==> config.mk <==
export PLATFORM = sky130hd
export DESIGN_NAME = ifu_fetch_flat
export DESIGN_NICKNAME = d
export VERILOG_FILES = /design/src/rtl/ifu_fetch_if.sv /design/src/rtl/ifu_fetch.sv /design/src/flat_wrapper.sv
export SDC_FILE = /design/constraint.sdc
export NUM_CORES = 1
export LEC_CHECK = 0
export CAP_MARGIN = 20
export CORE_MARGIN = 2
export CORE_UTILIZATION = 51
export DETAILED_ROUTE_END_ITERATION = 10
export GPL_ROUTABILITY_DRIVEN = 0
export HOLD_SLACK_MARGIN = 0.05
export PLACE_DENSITY = 0.9
export SLEW_MARGIN = 40
export SYNTH_ARGS = -nofsm -noshare
export SYNTH_HDL_FRONTEND = slang
export SYNTH_SLANG_ARGS = --single-unit
==> constraint.sdc <==
create_clock -name clk -period 8.4 [get_ports clk]
set_input_delay 1.68 -clock clk [delete_from_list [all_inputs] [get_ports clk]]
set_output_delay 1.68 -clock clk [all_outputs]
set_load 0.01 [all_outputs]
==> src/rtl/ifu_fetch_if.sv <==
// ifu_fetch_if: redirect, instruction-memory and F/D slot signals of the fetch unit.
interface ifu_fetch_if;
    logic        redirect_valid;
    logic [31:0] redirect_pc;
    logic        imem_req;
    logic [31:0] imem_addr;
    logic        imem_ack;
    logic [31:0] imem_rdata;
    logic        if_valid;
    logic [31:0] if_instr;
    logic [31:0] if_pc;
    logic [31:0] if_pc4;
    logic        if_exc;
    logic        id_ready;
    modport master (
        input  redirect_valid, redirect_pc, imem_ack, imem_rdata, id_ready,
        output imem_req, imem_addr, if_valid, if_instr, if_pc, if_pc4, if_exc
    );
    modport slave (
        output redirect_valid, redirect_pc, imem_ack, imem_rdata, id_ready,
        input  imem_req, imem_addr, if_valid, if_instr, if_pc, if_pc4, if_exc
    );
endinterface

==> src/rtl/ifu_fetch.sv <==
// ifu_fetch: fetch PC owner issuing req/ack imem reads into a one-entry F/D slot.
// Define IFU_ADEL_EN to trap misaligned/out-of-range fetch addresses without touching imem.
module ifu_fetch #(
`ifdef IFU_ADEL_EN
    parameter logic [31:0] ADDR_LO = 32'h0000_3000,
    parameter logic [31:0] ADDR_HI = 32'h0000_6FFC,
`endif
    parameter logic [31:0] RESET_PC = 32'h0000_3000
) (
    input logic         clk,
    input logic         reset,
    ifu_fetch_if.master bus
);
    typedef enum logic [1:0] {IDLE, REQ, DRAIN} state_t;
    state_t      r_state;
    logic [31:0] r_fetch_pc;
    logic [31:0] r_req_addr;
    logic [31:0] r_if_instr;
    logic [31:0] r_if_pc;
    logic        r_redir_hold;
    logic        r_req;
    logic        r_if_valid;
    logic [31:0] w_next_pc;
    logic        w_enter;
    logic        w_ack;
    logic        w_bad;

    // A redirect arriving while no fetch is in flight steers the very next request.
    assign w_next_pc = bus.redirect_valid ? bus.redirect_pc : r_fetch_pc;
    assign w_enter   = (r_state == IDLE) || (r_state == DRAIN && r_if_valid && bus.id_ready);

`ifdef IFU_ADEL_EN
    logic r_fault;
    logic r_if_exc;
    assign w_bad = (w_next_pc[1:0] != 2'b00) || (w_next_pc < ADDR_LO) || (w_next_pc > ADDR_HI);
    // A faulting fetch completes by itself one cycle after entering REQ.
    assign w_ack = r_req ? bus.imem_ack : r_fault;
`else
    assign w_bad = 1'b0;
    assign w_ack = r_req && bus.imem_ack;
`endif

    always_ff @(posedge clk or posedge reset) begin
        if (reset) begin
            r_state      <= IDLE;
            r_fetch_pc   <= RESET_PC;
            r_req_addr   <= RESET_PC;
            r_redir_hold <= 1'b0;
            r_req        <= 1'b0;
            r_if_valid   <= 1'b0;
            r_if_instr   <= 32'h0;
            r_if_pc      <= RESET_PC;
`ifdef IFU_ADEL_EN
            r_fault      <= 1'b0;
            r_if_exc     <= 1'b0;
`endif
        end else begin
            r_fetch_pc   <= bus.redirect_valid ? bus.redirect_pc :
                            (w_ack && !r_redir_hold) ? r_req_addr + 32'd4 : r_fetch_pc;
            r_redir_hold <= bus.redirect_valid ? (r_state == REQ && !w_ack) : (r_redir_hold && !w_ack);
            if (w_enter) begin
                r_state    <= REQ;
                r_req_addr <= w_next_pc;
                r_req      <= !w_bad;
                r_if_valid <= 1'b0;
`ifdef IFU_ADEL_EN
                r_fault    <= w_bad;
`endif
            end else if (w_ack) begin
                r_state    <= DRAIN;
                r_req      <= 1'b0;
                r_if_valid <= 1'b1;
                r_if_pc    <= r_req_addr;
`ifdef IFU_ADEL_EN
                r_if_instr <= r_fault ? 32'h0 : bus.imem_rdata;
                r_if_exc   <= r_fault;
                r_fault    <= 1'b0;
`else
                r_if_instr <= bus.imem_rdata;
`endif
            end
        end
    end

    assign bus.imem_req  = r_req;
    assign bus.imem_addr = r_req_addr;
    assign bus.if_valid  = r_if_valid;
    assign bus.if_instr  = r_if_instr;
    assign bus.if_pc     = r_if_pc;
    assign bus.if_pc4    = r_if_pc + 32'd4;
`ifdef IFU_ADEL_EN
    assign bus.if_exc    = r_if_exc;
`else
    assign bus.if_exc    = 1'b0;
`endif
endmodule

==> src/flat_wrapper.sv <==
// flat-port wrapper written by rule: the top's interface ports become plain ports
module ifu_fetch_flat 
#(

    parameter logic [31:0] RESET_PC = 32'h0000_3000
)
  (clk, reset, bus_redirect_valid, bus_redirect_pc, bus_imem_ack, bus_imem_rdata, bus_id_ready, bus_imem_req, bus_imem_addr, bus_if_valid, bus_if_instr, bus_if_pc, bus_if_pc4, bus_if_exc);
  ifu_fetch_if bus_i ();
  input logic clk;
  input logic reset;
  input wire logic [$bits(bus_i.redirect_valid)-1:0] bus_redirect_valid;
  input wire logic [$bits(bus_i.redirect_pc)-1:0] bus_redirect_pc;
  input wire logic [$bits(bus_i.imem_ack)-1:0] bus_imem_ack;
  input wire logic [$bits(bus_i.imem_rdata)-1:0] bus_imem_rdata;
  input wire logic [$bits(bus_i.id_ready)-1:0] bus_id_ready;
  output wire logic [$bits(bus_i.imem_req)-1:0] bus_imem_req;
  output wire logic [$bits(bus_i.imem_addr)-1:0] bus_imem_addr;
  output wire logic [$bits(bus_i.if_valid)-1:0] bus_if_valid;
  output wire logic [$bits(bus_i.if_instr)-1:0] bus_if_instr;
  output wire logic [$bits(bus_i.if_pc)-1:0] bus_if_pc;
  output wire logic [$bits(bus_i.if_pc4)-1:0] bus_if_pc4;
  output wire logic [$bits(bus_i.if_exc)-1:0] bus_if_exc;
  assign bus_i.redirect_valid = bus_redirect_valid;
  assign bus_i.redirect_pc = bus_redirect_pc;
  assign bus_i.imem_ack = bus_imem_ack;
  assign bus_i.imem_rdata = bus_imem_rdata;
  assign bus_i.id_ready = bus_id_ready;
  assign bus_imem_req = bus_i.imem_req;
  assign bus_imem_addr = bus_i.imem_addr;
  assign bus_if_valid = bus_i.if_valid;
  assign bus_if_instr = bus_i.if_instr;
  assign bus_if_pc = bus_i.if_pc;
  assign bus_if_pc4 = bus_i.if_pc4;
  assign bus_if_exc = bus_i.if_exc;
  ifu_fetch #(.RESET_PC(RESET_PC)) u_core (.clk(clk), .reset(reset), .bus(bus_i));
endmodule
# After elaboration in Yosys (flattened, before gate mapping)
# Index checks and enable logic that the tools add are counted.
# Widths: inputs -> output; s select.
dict set report totals {
  ff_bits 133
  inputBits 69
  word_cells 36
  output_inout_bits 131
}
dict set report classes {
  bitwise 1
  n_addsub 2
  mux 10
  reduce_logical 13
  eq_ne 2
}
# operator count
set op_table {}
lappend op_table {{$mux 32} 3}
lappend op_table {{$add 32x3->32 const B} 2}
lappend op_table {{$logic_and 1x1->1} 6}
lappend op_table {{$mux 1} 5}
lappend op_table {{$mux 2} 2}
lappend op_table {{$reduce_bool 2->1} 2}
lappend op_table {{$eq 2x1->1 const B} 1}
lappend op_table {{$eq 2x2->1 const B} 1}
lappend op_table {{$logic_not 1->1} 2}
lappend op_table {{$logic_not 2->1} 1}
lappend op_table {{$reduce_and 2->1} 1}
lappend op_table {{$logic_or 1x1->1} 1}
lappend op_table {{$not 1->1} 1}

# Longest topological paths before layout
# Gate-level depths: netlist of run 1.
dict set report depth {
  ltp_word 6
  ltp_mapped 6
}

# Least setup slack after synthesis of run 1
# Ideal clock, no wire load.
dict set report synth_path {
  path_type {reg2out}
  start {register u_core.r_if_pc[2] (netlist: u_core.bus.if_pc[2])}
  end {output bus_if_pc4[26]}
  path_slack_ns 4.874
  arrival_ns 1.846
  path_stages_with_launch 7
  n_path_buf 0
  path_cell_list {dfrtp_1 > ha_1 > and4_1 > nand3_1 > nor4_1 > nand3_1 > xnor2_1}
}
dict set report synth_via {
  elab_chain_len 1
}
# element line_no
set synth_rtl {}
lappend synth_rtl {{from (decl)} ifu_fetch.sv:19} ;# logic [31:0] r_if_pc;
lappend synth_rtl {{from (signal assigned)} ifu_fetch.sv:73} ;# r_if_pc <= r_req_addr;
lappend synth_rtl {{$add 32x3->32} ifu_fetch.sv:90} ;# assign bus.if_pc4 = r_if_pc + 32'd4;
lappend synth_rtl {{to (decl)} flat_wrapper.sv:21} ;# output wire logic [$bits(bus_i.if_pc4)-1:0] bus_if_pc4;
# No other way between the ends.

# Final worst setup path of run 1
dict set report layout_path {
  start {register u_core.r_if_pc[7] (netlist: u_core.bus.if_pc[7])}
  end {output bus_if_pc4[27]}
}
# The elaborated chain is that of the path after synthesis.

==> summary.md, run 1 <==
| Metric | Value |
|---|---|
| Status | `finished clean` |
| Post-CTS Setup Repair Bufs | `0` |
| Commonest cells in the netlist | `dfrtp_1, mux2_2, nor2_1` |
| Clk_lat worst skew | `0.42 ns` |
| Synth area leaders | `dfrtp_1, mux2_2, xnor2_1` |
| Global route overflow | `0` |
| Starting Density | `0.525` |
| Clock Path Buffers | `2` |
| Antenna-violating nets left | `0` |
| H-tree Lvls | `4` |
| Period utilization | `0.541` |
| NumNets Final | `849` |
| Slowest CP cell | `nor4_4` |
| Post-synth top area cell | `dfrtp_1` |
| Drt drc | `0` |
| Routed length per instance | `18.2 um` |
| TritonCTS clock tree | `yes` |
| Max-cap violations | `0` |
| RSZ-0062 raised after global routing | `no` |
| Syn nets | `662` |
| TritonCTS buffer count | `17` |
| Crit-path max FO | `6` |
| Yosys top cell area share | `0.492` |
| Pwr dens | `347 nW/um^2` |
| CP arrival | `2.86 ns` |
| Final setup violation count | `0` |
| Critical path class | `reg2out` |
| Hold Fails Final Rpt | `0` |
| Initial antenna violation count | `0` |
| Final setup TNS | `0 ns` |
| Total power draw | `3.14 mW` |
| Die Area | `13400 um^2` |
| Least-Margin Pin Slew | `0.813 ns` |
| Leak pwr | `3.67 nW` |
| R2R Setup Slk | `5.87 ns` |
| Pin count of the biggest net entering global routing | `81` |
| Skew final | `0.00537 ns` |
| Fraction of layout cells with a size suffix above 1 | `0.139` |
| Fillers | `811` |
| CP max stage delay | `0.60 ns` |
| HP Class | `reg2reg` |
| Via density | `5.63` |
| Cell variety after synth | `39` |
| Synthesized area | `6360 um^2` |
| Ports | `200` |
| Worst setup EP type | `primary output` |
| Die H | `116 um` |
| Leading cell type by number of instances after synthesis | `dfrtp_1` |
| Sequential fraction of the synthesis area | `0.517` |
| Most used cell, CP | `nand4_1` |
| Row cnt | `40` |
| # clock sinks | `131` |
| Crit-path cells | `and3_1 -> nand4_1 -> nor4_4 -> nand4_1 -> xnor2_1 -> clkdlybuf4s50_1` |
| Die Span X | `116 um` |
| Area grow syn2layout | `42.3%` |
| #FFs+latches synth | `131` |
| Drt initial violations | `336` |
| Synth async-reset ratio | `1.00` |
| Diodes inserted | `0` |
| Synthesized instance count | `591` |
| YS warnings | `0` |
| Max Slew Vio Count | `0` |
| Synthesized area per cell | `10.8 um^2` |
| Pre-Repair DR Iteration Count | `6` |
| Maximum vdd ir drop | `0.000185 V` |
| Global-route wire length before repair | `27.9 mm` |
| Fmax | `0.220 GHz` |
| Slew Limit Headroom | `0.456` |
| Dominant synthesized flop cell | `dfrtp_1` |
| Hpwl dp | `12.0 mm` |
| Final WL | `17.5 mm` |
| GRT Util Overall | `0.272` |
| Crit start category | `register` |
| Post-CTS Hold Buffers | `0` |
| CTS root buf | `clkbuf_16` |
| Post-synth EDFFs | `0` |
| Worst Path Required | `6.72 ns` |
| Via count | `5400` |
| Port Buffer Count | `198` |
| Vias in the first global route | `5540` |
| Placeable Area | `12100 um^2` |
| Clk pin slew, worst setup/hold paths | `0.06 ns` |
| Post_cts resized | `0` |
| Tmin final | `4.54 ns` |
worst max-delay path: cells and delay by family, from the launching register on:
family	cells	cell delay (ns)
flip-flops	1	0.43
buffers and inverters	1	0.55
AND/OR/NAND/NOR	4	1.28
XOR/XNOR	1	0.18
layout make-up:
| cell class | count | area (um^2) | area share |
|---|---|---|---|
| Sequential cell | 131 | 3290 | 0.363 |
| Multi-Input combinational cell | 413 | 2920 | 0.323 |
| Timing Repair Buffer | 203 | 2020 | 0.224 |
| Clock buffer | 18 | 429 | 0.0475 |
| Tap cell | 168 | 210 | 0.0232 |
| Clock inverter | 14 | 130 | 0.0144 |
| Inverter | 12 | 47.5 | 0.00526 |
registers in the layout, summed over array words and instances, names as in the netlist:
register / count
u_core.bus.if_instr: 32
u_core.bus.if_pc: 32
u_core.bus.imem_addr: 32
u_core.r_fetch_pc: 32
u_core.r_state: 2
u_core.r_redir_hold: 1
kinds of logic (layout without fill, tap and decap cells):
kind of cell | Yosys count | in the layout | synth area share
other | 1 | 1 | 0.000590
and+or+nand+nor | 174 | 174 | 0.142
AOI/OAI and AO/OA | 99 | 99 | 0.0903
muxes | 82 | 82 | 0.140
adders and majority gates | 2 | 2 | 0.00394
DFF | 131 | 131 | 0.517
buffers and inverters | 47 | 247 | 0.0307
xor gates and xnor gates | 55 | 55 | 0.0758
per-stage QoR:
step | setup slack (ns) | util | instances | hold slack, ns | area, um^2
global route | 3.65 | 0.747 | 959 | 0.521 | 9040
detailed placement | 4.14 | 0.699 | 927 | 0.492 | 8470
global placement | 3.78 | 0.698 | 927 | 0.487 | 8450
CTS | 3.69 | 0.746 | 959 | 0.510 | 9030
finish | 3.86 | 0.747 | 959 | 0.509 | 9040
floorplan | 3.23 | - | 591 | 0.472 | 6360
layout by cell type (no fill, tap or decap), types with 6 or more instances in the layout:
| cell type | count |
|---|---|
| a21oi_1 | 23 |
| a22oi_1 | 19 |
| a31oi_1 | 13 |
| and3_1 | 7 |
| clkbuf_16 | 17 |
| clkdlybuf4s50_1 | 197 |
| dfrtp_1 | 125 |
| dfstp_2 | 6 |
| inv_1 | 11 |
| mux2_2 | 56 |
| mux2i_1 | 26 |
| nand2_1 | 41 |
| nand2b_1 | 13 |
| nand3_1 | 18 |
| nand4_1 | 11 |
| nor2_1 | 52 |
| nor3_1 | 9 |
| o21ai_0 | 34 |
| xnor2_1 | 46 |
| xor2_1 | 9 |
power breakdown:
| group | internal [mW] | switching, mW |
|---|---|---|
| Combinational | 0.750 | 0.539 |
| Clock | 0.410 | 0.292 |
| Sequential | 0.853 | 0.295 |
| Total | 2.01 | 1.13 |
path summary, 6_finish.rpt:
kind / start / cells after the start / end
worst max-delay path: u_core.bus.if_pc[7] / 6 / bus_if_pc4[27]
worst min-delay path: u_core.bus.if_instr[16] / 1 / u_core.bus.if_instr[16]
worst max register to register: u_core.r_state[0] / 6 / u_core.r_fetch_pc[23]
worst min register to register: u_core.bus.if_instr[16] / 1 / u_core.bus.if_instr[16]
max in group asynchronous: reset / 3 / u_core.r_fetch_pc[19]
min in group asynchronous: reset / 2 / u_core.bus.if_instr[6]
routing by layer:
metal,track usage,up-vias,wire length (um)
met5,0,-,0
met4,0.113,0,422
met3,0.0988,42,1710
met2,0.450,291,8840
met1,0.323,2616,6530
li1,-,2451,-
No activity file was read; power rests on OpenSTA's default activity.
==> inputs of run 2 (changes only) <==
- CORE_UTILIZATION: 51 -> 42
- PLACE_DENSITY: 0.9 -> 0.79
- clock period: 8.4 -> 4.1 ns (I/O delays scaled with it)
==> summary.md, run 2 (synthesis gave the netlist of run 1 again) <==
| Metric | Value |
|---|---|
| Worst setup EP type | `primary output` |
| Routed length per instance | `17.4 um (-4.6%)` |
| Ports | `200 (unchanged)` |
| Grt met2 use | `0.353 (-0.0970)` |
| Final WL | `17.0 mm (-2.7%)` |
| Met3 usage | `0.0716 (-0.0272)` |
| Placed cells | `946 (+2.0%)` |
| Die Area | `16100 um^2 (+21%)` |
| Fraction of layout cells with a size suffix above 1 | `0.139 (-0.000525)` |
| Global-route wire length before repair | `27.3 mm (-2.0%)` |
| Pwr dens | `711 nW/um^2 (+100%)` |
| Drt initial violations | `369 (+9.8%)` |
| Hpwl dp | `11.7 mm (-2.3%)` |
| Least-Margin Pin Slew | `0.771 ns (-0.0422 ns)` |
| Period utilization | `0.898` |
| Final setup violation count | `0 (unchanged)` |
| Final setup TNS | `0 ns (unchanged)` |
| Reg power frac | `0.362 (-0.004)` |
| Maximum vdd ir drop | `0.000417 V (+130%)` |
| Status | `finished clean` |
| Slowest CP cell | `clkdlybuf4s50_1` |
| Post-CTS Setup Repair Bufs | `0 (unchanged)` |
| Initial antenna violation count | `0 (unchanged)` |
| Die Span X | `127 um (+9.8%)` |
| Crit-path max FO | `5 (-1)` |
| Pin count of the biggest net entering global routing | `132 (+63%)` |
| CTS root buf | `clkbuf_16` |
| Skew final | `0.00800 ns (+0.00263 ns)` |
| Global route overflow | `0 (unchanged)` |
| Antenna-violating nets left | `0 (unchanged)` |
| TritonCTS clock tree | `yes` |
| Placeable Area | `14600 um^2 (+21%)` |
| Clock power share | `0.232 (+0.009)` |
| GR peak layer | `met2` |
| RSZ-0062 raised after global routing | `no` |
| Comb pwr share | `0.406 (-0.005)` |
| Leak pwr | `3.70 nW (+0.84%)` |
| H-tree Lvls | `4 (unchanged)` |
| Post_cts resized | `0 (unchanged)` |
| Row cnt | `44 (+10%)` |
| Hold Fails Final Rpt | `0 (unchanged)` |
| # clock sinks | `131 (unchanged)` |
| Non-Filler Instances | `978 (+2.0%)` |
| Via density | `5.39 (-4.3%)` |
| Sw Share | `0.343 (-0.0153)` |
| Port Buffer Count | `198 (unchanged)` |
| Die H | `127 um (+9.8%)` |
| Slew Limit Headroom | `0.485 (+0.0286)` |
| Critical path class | `reg2out` |
| Commonest cells after routing, fill and taps aside | `clkdlybuf4s50_1, dfrtp_1, mux2_2, nor2_1, xnor2_1` |
| Clock Path Buffers | `2 (unchanged)` |
| HP Class | `reg2reg` |
| GR Util met1 | `0.267 (-0.0561)` |
| Fmax | `0.272 GHz` |
| Total power draw | `6.47 mW (+110%)` |
| Crit-path cells | `ha_1 -> and4_1 -> nand3_1 -> nor4_1 -> buf_4 -> nand3_1 -> xnor2_1 -> clkdlybuf4s50_1` |
| Place WS | `0.832 ns (-3.31 ns)` |
| GRT Util Overall | `0.215 (-0.0568)` |
| Area grow syn2layout | `43.2%` |
| Int Pwr | `4.25 mW (+110%)` |
| Worst Setup Slack, final | `0.418 ns (-3.44 ns)` |
| Post-CTS Hold Buffers | `0 (unchanged)` |
| Worst Path Required | `3.28 ns (-3.44 ns)` |
| Drt drc | `0 (unchanged)` |
| Most used cell, CP | `nand3_1` |
| Diodes inserted | `0 (unchanged)` |
| Tmin final | `3.68 ns` |
| CP max stage delay | `0.55 ns (-0.05 ns)` |
| Final design utilization | `0.622 (-0.125)` |
| Commonest non-fill, non-tap cell in the layout | `clkdlybuf4s50_1` |
| CP arrival | `2.86 ns (about the same)` |
| Max-cap violations | `0 (unchanged)` |
| Starting Density | `0.434 (-0.0908)` |
| Vias in the first global route | `5360 (-3.2%)` |
| Sw Pwr | `2.22 mW (+97%)` |
| Clk pin slew, worst setup/hold paths | `0.05 ns (about the same)` |
| TritonCTS buffer count | `17 (unchanged)` |
| Clk_lat worst skew | `0.41 ns (about the same)` |
| Crit start category | `register` |
| Via count | `5271 (-2.4%)` |
| Max Slew Vio Count | `0 (unchanged)` |
| Pre-Repair DR Iteration Count | `4 (-2)` |
| NumNets Final | `852 (+0.35%)` |
-- run 2: changes by cell type in the layout (fill, tap and decap cells not counted), moves of 2 or more --
cell        change
clkbuf_1        +2
clkinvlp_4      -2
buf_4           +3
clkinv_4        -2
inv_6           -3
clkbuf_8        +4
-- run 2: worst paths after layout --
kind	startpoint	to	slack, ns	depth (start not counted)
max	u_core.bus.if_pc[2]	bus_if_pc4[26]	0.42	8
min	u_core.bus.if_instr[30]	u_core.bus.if_instr[30]	0.50	1
max reg2reg	u_core.bus.imem_addr[4]	u_core.r_fetch_pc[27]	1.66	5
min reg2reg	u_core.bus.if_instr[30]	u_core.bus.if_instr[30]	0.50	1
max in group asynchronous	reset	u_core.bus.imem_addr[8]	2.56	3
min in group asynchronous	reset	u_core.bus.if_instr[16]	0.98	3
-- run 2: power by group through the flow --
| stage | logic, mW | clock network [mW] | registers (mW) |
|---|---|---|---|
| 2_1_floorplan | 1.09 | 0 | 2.37 |
| 3_3_place_gp | 2.58 | 0 | 2.32 |
| 3_5_place_dp | 2.64 | 0 | 2.35 |
| 4_1_cts | 2.66 | 1.53 | 2.34 |
| 5_1_grt | 2.83 | 1.60 | 2.43 |
| 6_report | 2.63 | 1.50 | 2.34 |
-- run 2: critical path, delay by kind of cell (launching register included) --
family,cells,cell delay [ns]
AND/OR/NAND/NOR,4,0.90
XOR/XNOR,1,0.14
adder cells (fa/ha/maj),1,0.23
buffers and inverters,2,0.78
flip-flops,1,0.40
-- run 2: metal layers --
metal / wire, um / up-vias
li1: - / 2453
met5: 0 / -
met2: 8280 / 213
met1: 7070 / 2580
met4: 316 / 0
met3: 1350 / 25
-- run 2: cell type report --
| class | count | area, um^2 |
|---|---|---|
| Multi-Input combinational cell | 413 | 2900 |
| Inverter | 12 | 48.8 |
| Clock inverter | 8 | 98.8 |
| Fill cell | 1116 | 5540 |
| Sequential cell | 131 | 3290 |
| Clock buffer | 24 | 492 |
| Timing Repair Buffer | 206 | 2050 |
| Tap cell | 184 | 230 |
-- run 2: metrics by stage --
stage          cell area, um^2  hold WS, ns
2_1_floorplan             6360        0.472
3_3_place_gp              8510        0.485
3_5_place_dp              8510        0.492
4_1_cts                   9100        0.504
5_1_grt                   9100        0.520
6_report                  9100        0.502
